$ cat src/rtl/pc_sequencer_if.sv
// rtl/pc_sequencer_if.sv - operation/status bundle between a controller and pc_sequencer
//
// Purpose: carries the per-cycle operation request into the sequencer and the
// registered program counter plus return-stack status back out.
// Signals:
//   EN          - advance enable; when low the sequencer holds all state
//   OP[2:0]     - 000 INC, 001 JMP, 010 BRR, 011 CALL, 100 RET, 101-111 HOLD
//   COND        - branch condition for JMP and BRR
//   TARGET      - absolute address (JMP, CALL) or signed offset (BRR)
//   PC          - registered program counter
//   DEPTH       - number of valid return-stack entries
//   STACK_FULL  - DEPTH == STACK_DEPTH
//   STACK_EMPTY - DEPTH == 0
//   OVF, UNF    - sticky stack overflow / underflow flags
// Modports: master drives the request and observes status; slave is the sequencer.
interface pc_sequencer_if #(
    parameter int ADDR_W      = 8,
    parameter int STACK_DEPTH = 4
);
    localparam int DEPTH_W = $clog2(STACK_DEPTH + 1);

    logic               EN;
    logic [2:0]         OP;
    logic               COND;
    logic [ADDR_W-1:0]  TARGET;
    logic [ADDR_W-1:0]  PC;
    logic [DEPTH_W-1:0] DEPTH;
    logic               STACK_FULL;
    logic               STACK_EMPTY;
    logic               OVF;
    logic               UNF;

    modport master (
        output EN, OP, COND, TARGET,
        input  PC, DEPTH, STACK_FULL, STACK_EMPTY, OVF, UNF
    );

    modport slave (
        input  EN, OP, COND, TARGET,
        output PC, DEPTH, STACK_FULL, STACK_EMPTY, OVF, UNF
    );
endinterface

$ cat src/rtl/pc_sequencer.sv
// rtl/pc_sequencer.sv - program counter sequencer with return-address stack
//
// Purpose: holds a program counter that increments, jumps, branches relative,
// calls (pushing the return address) and returns (popping it), one operation
// per enabled clock edge.
// Ports:
//   CLK    - clock, all state changes on the rising edge
//   RESET  - asynchronous active-high reset (PC = RESET_ADDR, stack empty, flags clear)
//   seq_if - pc_sequencer_if.slave: EN/OP/COND/TARGET in, PC/DEPTH/status out
module pc_sequencer #(
    parameter int                ADDR_W      = 8,
    parameter int                STACK_DEPTH = 4,
    parameter logic [ADDR_W-1:0] RESET_ADDR  = '0
) (
    input  logic            CLK,
    input  logic            RESET,
    pc_sequencer_if.slave   seq_if
);
    localparam int DW = $clog2(STACK_DEPTH + 1);

    localparam logic [2:0] OP_INC  = 3'b000;
    localparam logic [2:0] OP_JMP  = 3'b001;
    localparam logic [2:0] OP_BRR  = 3'b010;
    localparam logic [2:0] OP_CALL = 3'b011;
    localparam logic [2:0] OP_RET  = 3'b100;

    logic [ADDR_W-1:0] pc_q, pc_d;
    logic [DW-1:0]     depth_q, depth_d;
    logic [ADDR_W-1:0] stack_q [STACK_DEPTH];
    logic [ADDR_W-1:0] stack_d [STACK_DEPTH];
    logic              ovf_q, ovf_d;
    logic              unf_q, unf_d;

    logic [ADDR_W-1:0] pc_inc;
    logic [ADDR_W-1:0] top_entry;
    logic              full;
    logic              empty;

    assign full  = (depth_q == DW'(STACK_DEPTH));
    assign empty = (depth_q == '0);

    always_comb begin
        pc_inc    = pc_q + ADDR_W'(1);
        // Entry i holds the return address pushed when DEPTH went from i to i+1,
        // so the top of stack is entry DEPTH-1.
        top_entry = '0;
        for (int i = 0; i < STACK_DEPTH; i++) begin
            if (depth_q == DW'(i + 1)) top_entry = stack_q[i];
        end

        pc_d    = pc_q;
        depth_d = depth_q;
        stack_d = stack_q;
        ovf_d   = ovf_q;
        unf_d   = unf_q;

        if (seq_if.EN) begin
            case (seq_if.OP)
                OP_INC:  pc_d = pc_inc;
                OP_JMP:  pc_d = seq_if.COND ? seq_if.TARGET : pc_inc;
                // Unsigned add of a two's-complement offset wraps to the right result.
                OP_BRR:  pc_d = seq_if.COND ? (pc_q + seq_if.TARGET) : pc_inc;
                OP_CALL: begin
                    if (full) begin
                        ovf_d = 1'b1;
                    end else begin
                        for (int i = 0; i < STACK_DEPTH; i++) begin
                            if (depth_q == DW'(i)) stack_d[i] = pc_inc;
                        end
                        depth_d = depth_q + DW'(1);
                        pc_d    = seq_if.TARGET;
                    end
                end
                OP_RET: begin
                    if (empty) begin
                        unf_d = 1'b1;
                    end else begin
                        pc_d    = top_entry;
                        depth_d = depth_q - DW'(1);
                    end
                end
                default: ;
            endcase
        end
    end

    always_ff @(posedge CLK or posedge RESET) begin
        if (RESET) begin
            pc_q    <= RESET_ADDR;
            depth_q <= '0;
            ovf_q   <= 1'b0;
            unf_q   <= 1'b0;
        end else begin
            pc_q    <= pc_d;
            depth_q <= depth_d;
            ovf_q   <= ovf_d;
            unf_q   <= unf_d;
        end
    end

    // Stack storage needs no reset: entries at or above DEPTH are never read.
    always_ff @(posedge CLK) begin
        if (!RESET) stack_q <= stack_d;
    end

    assign seq_if.PC          = pc_q;
    assign seq_if.DEPTH       = depth_q;
    assign seq_if.STACK_FULL  = full;
    assign seq_if.STACK_EMPTY = empty;
    assign seq_if.OVF         = ovf_q;
    assign seq_if.UNF         = unf_q;
endmodule

$ cat src/flat_wrapper.sv
// flat-port wrapper written by rule: the top's interface ports become plain ports
module pc_sequencer_flat 
#(
    parameter int                ADDR_W      = 8,
    parameter int                STACK_DEPTH = 4,
    parameter logic [ADDR_W-1:0] RESET_ADDR  = '0
)
  (CLK, RESET, seq_if_EN, seq_if_OP, seq_if_COND, seq_if_TARGET, seq_if_PC, seq_if_DEPTH, seq_if_STACK_FULL, seq_if_STACK_EMPTY, seq_if_OVF, seq_if_UNF);
  pc_sequencer_if #(.ADDR_W(ADDR_W), .STACK_DEPTH(STACK_DEPTH)) seq_if_i ();
  input  logic CLK;
  input  logic RESET;
  input wire logic [$bits(seq_if_i.EN)-1:0] seq_if_EN;
  input wire logic [$bits(seq_if_i.OP)-1:0] seq_if_OP;
  input wire logic [$bits(seq_if_i.COND)-1:0] seq_if_COND;
  input wire logic [$bits(seq_if_i.TARGET)-1:0] seq_if_TARGET;
  output wire logic [$bits(seq_if_i.PC)-1:0] seq_if_PC;
  output wire logic [$bits(seq_if_i.DEPTH)-1:0] seq_if_DEPTH;
  output wire logic [$bits(seq_if_i.STACK_FULL)-1:0] seq_if_STACK_FULL;
  output wire logic [$bits(seq_if_i.STACK_EMPTY)-1:0] seq_if_STACK_EMPTY;
  output wire logic [$bits(seq_if_i.OVF)-1:0] seq_if_OVF;
  output wire logic [$bits(seq_if_i.UNF)-1:0] seq_if_UNF;
  assign seq_if_i.EN = seq_if_EN;
  assign seq_if_i.OP = seq_if_OP;
  assign seq_if_i.COND = seq_if_COND;
  assign seq_if_i.TARGET = seq_if_TARGET;
  assign seq_if_PC = seq_if_i.PC;
  assign seq_if_DEPTH = seq_if_i.DEPTH;
  assign seq_if_STACK_FULL = seq_if_i.STACK_FULL;
  assign seq_if_STACK_EMPTY = seq_if_i.STACK_EMPTY;
  assign seq_if_OVF = seq_if_i.OVF;
  assign seq_if_UNF = seq_if_i.UNF;
  pc_sequencer #(.ADDR_W(ADDR_W), .STACK_DEPTH(STACK_DEPTH), .RESET_ADDR(RESET_ADDR)) u_core (.CLK(CLK), .RESET(RESET), .seq_if(seq_if_i));
endmodule
$ cat config.mk
export PLATFORM = sky130hd
export DESIGN_NAME = pc_sequencer_flat
export DESIGN_NICKNAME = d
export VERILOG_FILES = /design/src/rtl/pc_sequencer_if.sv /design/src/rtl/pc_sequencer.sv /design/src/flat_wrapper.sv
export SDC_FILE = /design/constraint.sdc
export NUM_CORES = 1
export LEC_CHECK = 0
export CAP_MARGIN = 15
export CORE_UTILIZATION = 45
export CTS_CLUSTER_SIZE = 12
export DETAILED_ROUTE_END_ITERATION = 6
export PLACE_DENSITY_LB_ADDON = 0.1
export SETUP_SLACK_MARGIN = 0.02
export SYNTH_ARGS = -nofsm -noshare
export SYNTH_HDL_FRONTEND = slang
export SYNTH_SLANG_ARGS = --single-unit
$ cat constraint.sdc
create_clock -name CLK -period 2.2 [get_ports CLK]
set_clock_uncertainty 0.05 [all_clocks]
set_input_delay 0.44 -clock CLK [delete_from_list [all_inputs] [get_ports CLK]]
set_output_delay 0.44 -clock CLK [all_outputs]
set_load 0.05 [all_outputs]
==> flow_metrics.env <==
export IMPL_clkSinkCount=45
export IMPL_synth_ff_type="edfxtp_1"
export IMPL_ff2ff_path_depth=8
export IMPL_routedWlPerCell_um=17.8
export IMPL_final_common_cell="buf_4"
export IMPL_syn_nets=318
export IMPL_synth_top_area_cell="edfxtp_1"
export IMPL_cts_tree="built"
export IMPL_met3_usage_pct=3.68
export IMPL_slew_violations=0
export IMPL_status="completed"
export IMPL_clock_latency_ns=0.30
export IMPL_cts_reportedPaths_clkPinSlew_ns=0.09
export IMPL_setup_tns_ns=0
export IMPL_synth_edf_count=32
export IMPL_critPathArrivalTime_ns=1.63
export IMPL_worst_slack_ns=0.0762
export IMPL_pwr_share_seq_pct=27.1
export IMPL_wirelength_um=8240
export IMPL_die_area_sq_um=6900
export IMPL_seq_area_frac_synth_pct=43.5
export IMPL_cts_buffer_depth=2
export IMPL_numCtsBuffers=5
export IMPL_grt_pass1_wl_um=13700
export IMPL_netlist_area_leader_share_pct=32.5
export IMPL_die_x_um=83.1
export IMPL_final_cell_mix="buf_4, edfxtp_1, nor2_1, clkdlybuf4s50_1, a21oi_1"
export IMPL_cp_data_required_time_ns=1.71
export IMPL_grt_usage_pct=25.5
export IMPL_avgViaCountPerCell=5.86
export IMPL_pin_count=30
export IMPL_syn_area_sq_um=2960
export IMPL_p_switching_mw=2.10
export IMPL_period_share_pct=96.5
export IMPL_cap_violations=0
export IMPL_fillers=519
export IMPL_grt_overflow=0
export IMPL_antenna_found_initial=0
export IMPL_peakVddDrop_mv=0.822
export IMPL_p_per_area_nw_per_um2=1190
export IMPL_grt_pass1_vias=2655
export IMPL_rsz0062_at_grt="yes"
export IMPL_nNetsFinal=416
export IMPL_slew_headroom_pct=65.9
export IMPL_dr_first_iter_drc_count=229
export IMPL_syn_to_final_growth_pct=36.4
export IMPL_hold_path_class="reg -> reg"
export IMPL_cts_root_buffer="clkbuf_8"
export IMPL_synth_area_leaders="edfxtp_1, dfrtp_1, ha_1"
export IMPL_grt_max_degree=16
export IMPL_worst_pin_slew_ns=0.511
export IMPL_max_freq_ghz=0.471
export IMPL_setup_viol=0
export IMPL_p_leak_nw=1.63
export IMPL_dpl_hpwl_um=6470
export IMPL_vias=2717
export IMPL_hold_violations=0
export IMPL_drtPass1Iterations=5
export IMPL_use_met2_pct=39.2
export IMPL_async_reset_ff_share_pct=28.9
export IMPL_die_h_um=83.1
export IMPL_ys_warnings_count=0
export IMPL_start_util_pct=46.6
export IMPL_core_rowCount=29
export IMPL_diodes=0
export IMPL_syn_instance_count=288
export IMPL_htreeDepth=2
export IMPL_busiest_layer="met2"
export IMPL_crit_fanout=6
export IMPL_power_frac_comb_pct=62.1
export IMPL_p_sw_share_pct=43.9
export IMPL_critPathKind="reg -> out"
export IMPL_remaining_drc_errors=0
export IMPL_preCtsSetupSlack_ns=-0.359
export IMPL_start_kind="flip-flop"
export IMPL_drive_gt1_share_pct=32.6
export IMPL_synth_area_per_cell_sq_um=10.3
export IMPL_use_met1_pct=37.5
export IMPL_synth_seq_cells=45
export IMPL_routabilityCongestion=0.950
export IMPL_finalCriticalPeriod_ns=2.12
export IMPL_synth_distinct_cells=69
export IMPL_min_path_cells=1
export IMPL_core_area_sq_um=6350
export IMPL_antenna_left=0
export IMPL_numPortBuffers=29
export IMPL_cp_end_kind="primary output"
export IMPL_p_int_mw=2.69
export IMPL_pwr_share_clk_pct=10.9
## cell type report
type | count | area (sq um) | share of cell area, %
Multi-Input combinational cell | 216 | 1630 | 40.3
Sequential cell | 45 | 1290 | 32.1
Timing Repair Buffer | 105 | 881 | 21.8
Tap cell | 77 | 96.3 | 2.39
Clock buffer | 5 | 68.8 | 1.70
Inverter | 13 | 48.8 | 1.21
Clock inverter | 3 | 22.5 | 0.558
## what timing repair did
item                                    in CTS  in global routing
endpoints found under the setup margin       8                 18
gates resized for setup                      8                 16
hold buffers                                 0                  0
pin swaps                                    4                  1
buffers inserted                             2                  1
## Yosys cell counts, types with 4 or more instances
cell type / number
nor2_1: 23
o31ai_1: 5
nand2_1: 9
a21o_1: 4
nand2b_1: 8
buf_2: 8
nor2b_1: 7
o21ai_0: 14
edfxtp_1: 32
a31oi_1: 4
a221oi_1: 9
inv_1: 13
a211oi_1: 4
ha_1: 14
dfrtp_1: 13
nor3b_1: 10
xor2_1: 4
nand3b_1: 4
a21oi_1: 16
xnor2_1: 7
nand3_1: 8
nor3_1: 4
## power groups by stage
| stage | combinational (mW) | clock (mW) | sequential, mW |
|---|---|---|---|
| after floorplan | 1.33 | 0 | 1.73 |
| after global placement | 2.80 | 0 | 1.31 |
| after detailed placement | 2.84 | 0 | 1.31 |
| after CTS | 2.87 | 0.533 | 1.29 |
| after global routing | 3.21 | 0.570 | 1.31 |
| final | 2.97 | 0.521 | 1.30 |
## state kept, by name (all words and copies together) (netlist names)
signal	flops
u_core.seq_if.UNF	1
u_core.seq_if.DEPTH	3
u_core.seq_if.OVF	1
u_core.stack_q	32
u_core.seq_if.PC	8
## cell families after synthesis
kind of cell,after synthesis,share of synthesized area (%)
AND/OR/NAND/NOR,95,18.9
AO/OA/AOI/OAI,93,22.4
flip-flops,45,43.5
buffers and inverters,27,4.44
adder cells (fa/ha/maj),15,6.60
XOR/XNOR,12,3.81
multiplexers,1,0.338
## routing by layer
layer	vias up	routed length, um
li1	1301	-
met1	1315	3860
met2	91	3810
met3	10	439
met4	0	129
met5	-	0
## through the flow
step	std cells	util (%)	power, mW	hold slack, ns	instance area [sq um]
floorplan	288	-	3.06	0.275	2980
global placement	453	60.7	4.11	0.400	3850
detailed placement	453	60.7	4.15	0.403	3850
CTS	463	62.5	4.70	0.424	3970
global route	464	63.6	5.09	0.451	4040
finish	464	63.6	4.79	0.419	4040
## worst max-delay path, stage by stage, from the launching register on
cell             delay [ns]
dfrtp_2                0.38
buf_4                  0.15
clkdlybuf4s50_1        0.80
## worst paths after layout
kind	start	end	slack (ns)
min in group asynchronous	RESET	u_core.seq_if.OVF$_DFFE_PP0P_	0.43
worst min register to register	u_core.seq_if.OVF$_DFFE_PP0P_	u_core.seq_if.OVF$_DFFE_PP0P_	0.42
worst max-delay path	u_core.seq_if.PC[0]$_DFFE_PP0P_	seq_if_PC[0]	0.08
worst max register to register	u_core.seq_if.DEPTH[0]$_DFFE_PP0P_	u_core.seq_if.PC[6]$_DFFE_PP0P_	0.09
worst min-delay path	u_core.seq_if.OVF$_DFFE_PP0P_	u_core.seq_if.OVF$_DFFE_PP0P_	0.42
max in group asynchronous	RESET	u_core.seq_if.PC[1]$_DFFE_PP0P_	1.48
Note: power is estimated with default switching activity, not from simulation.
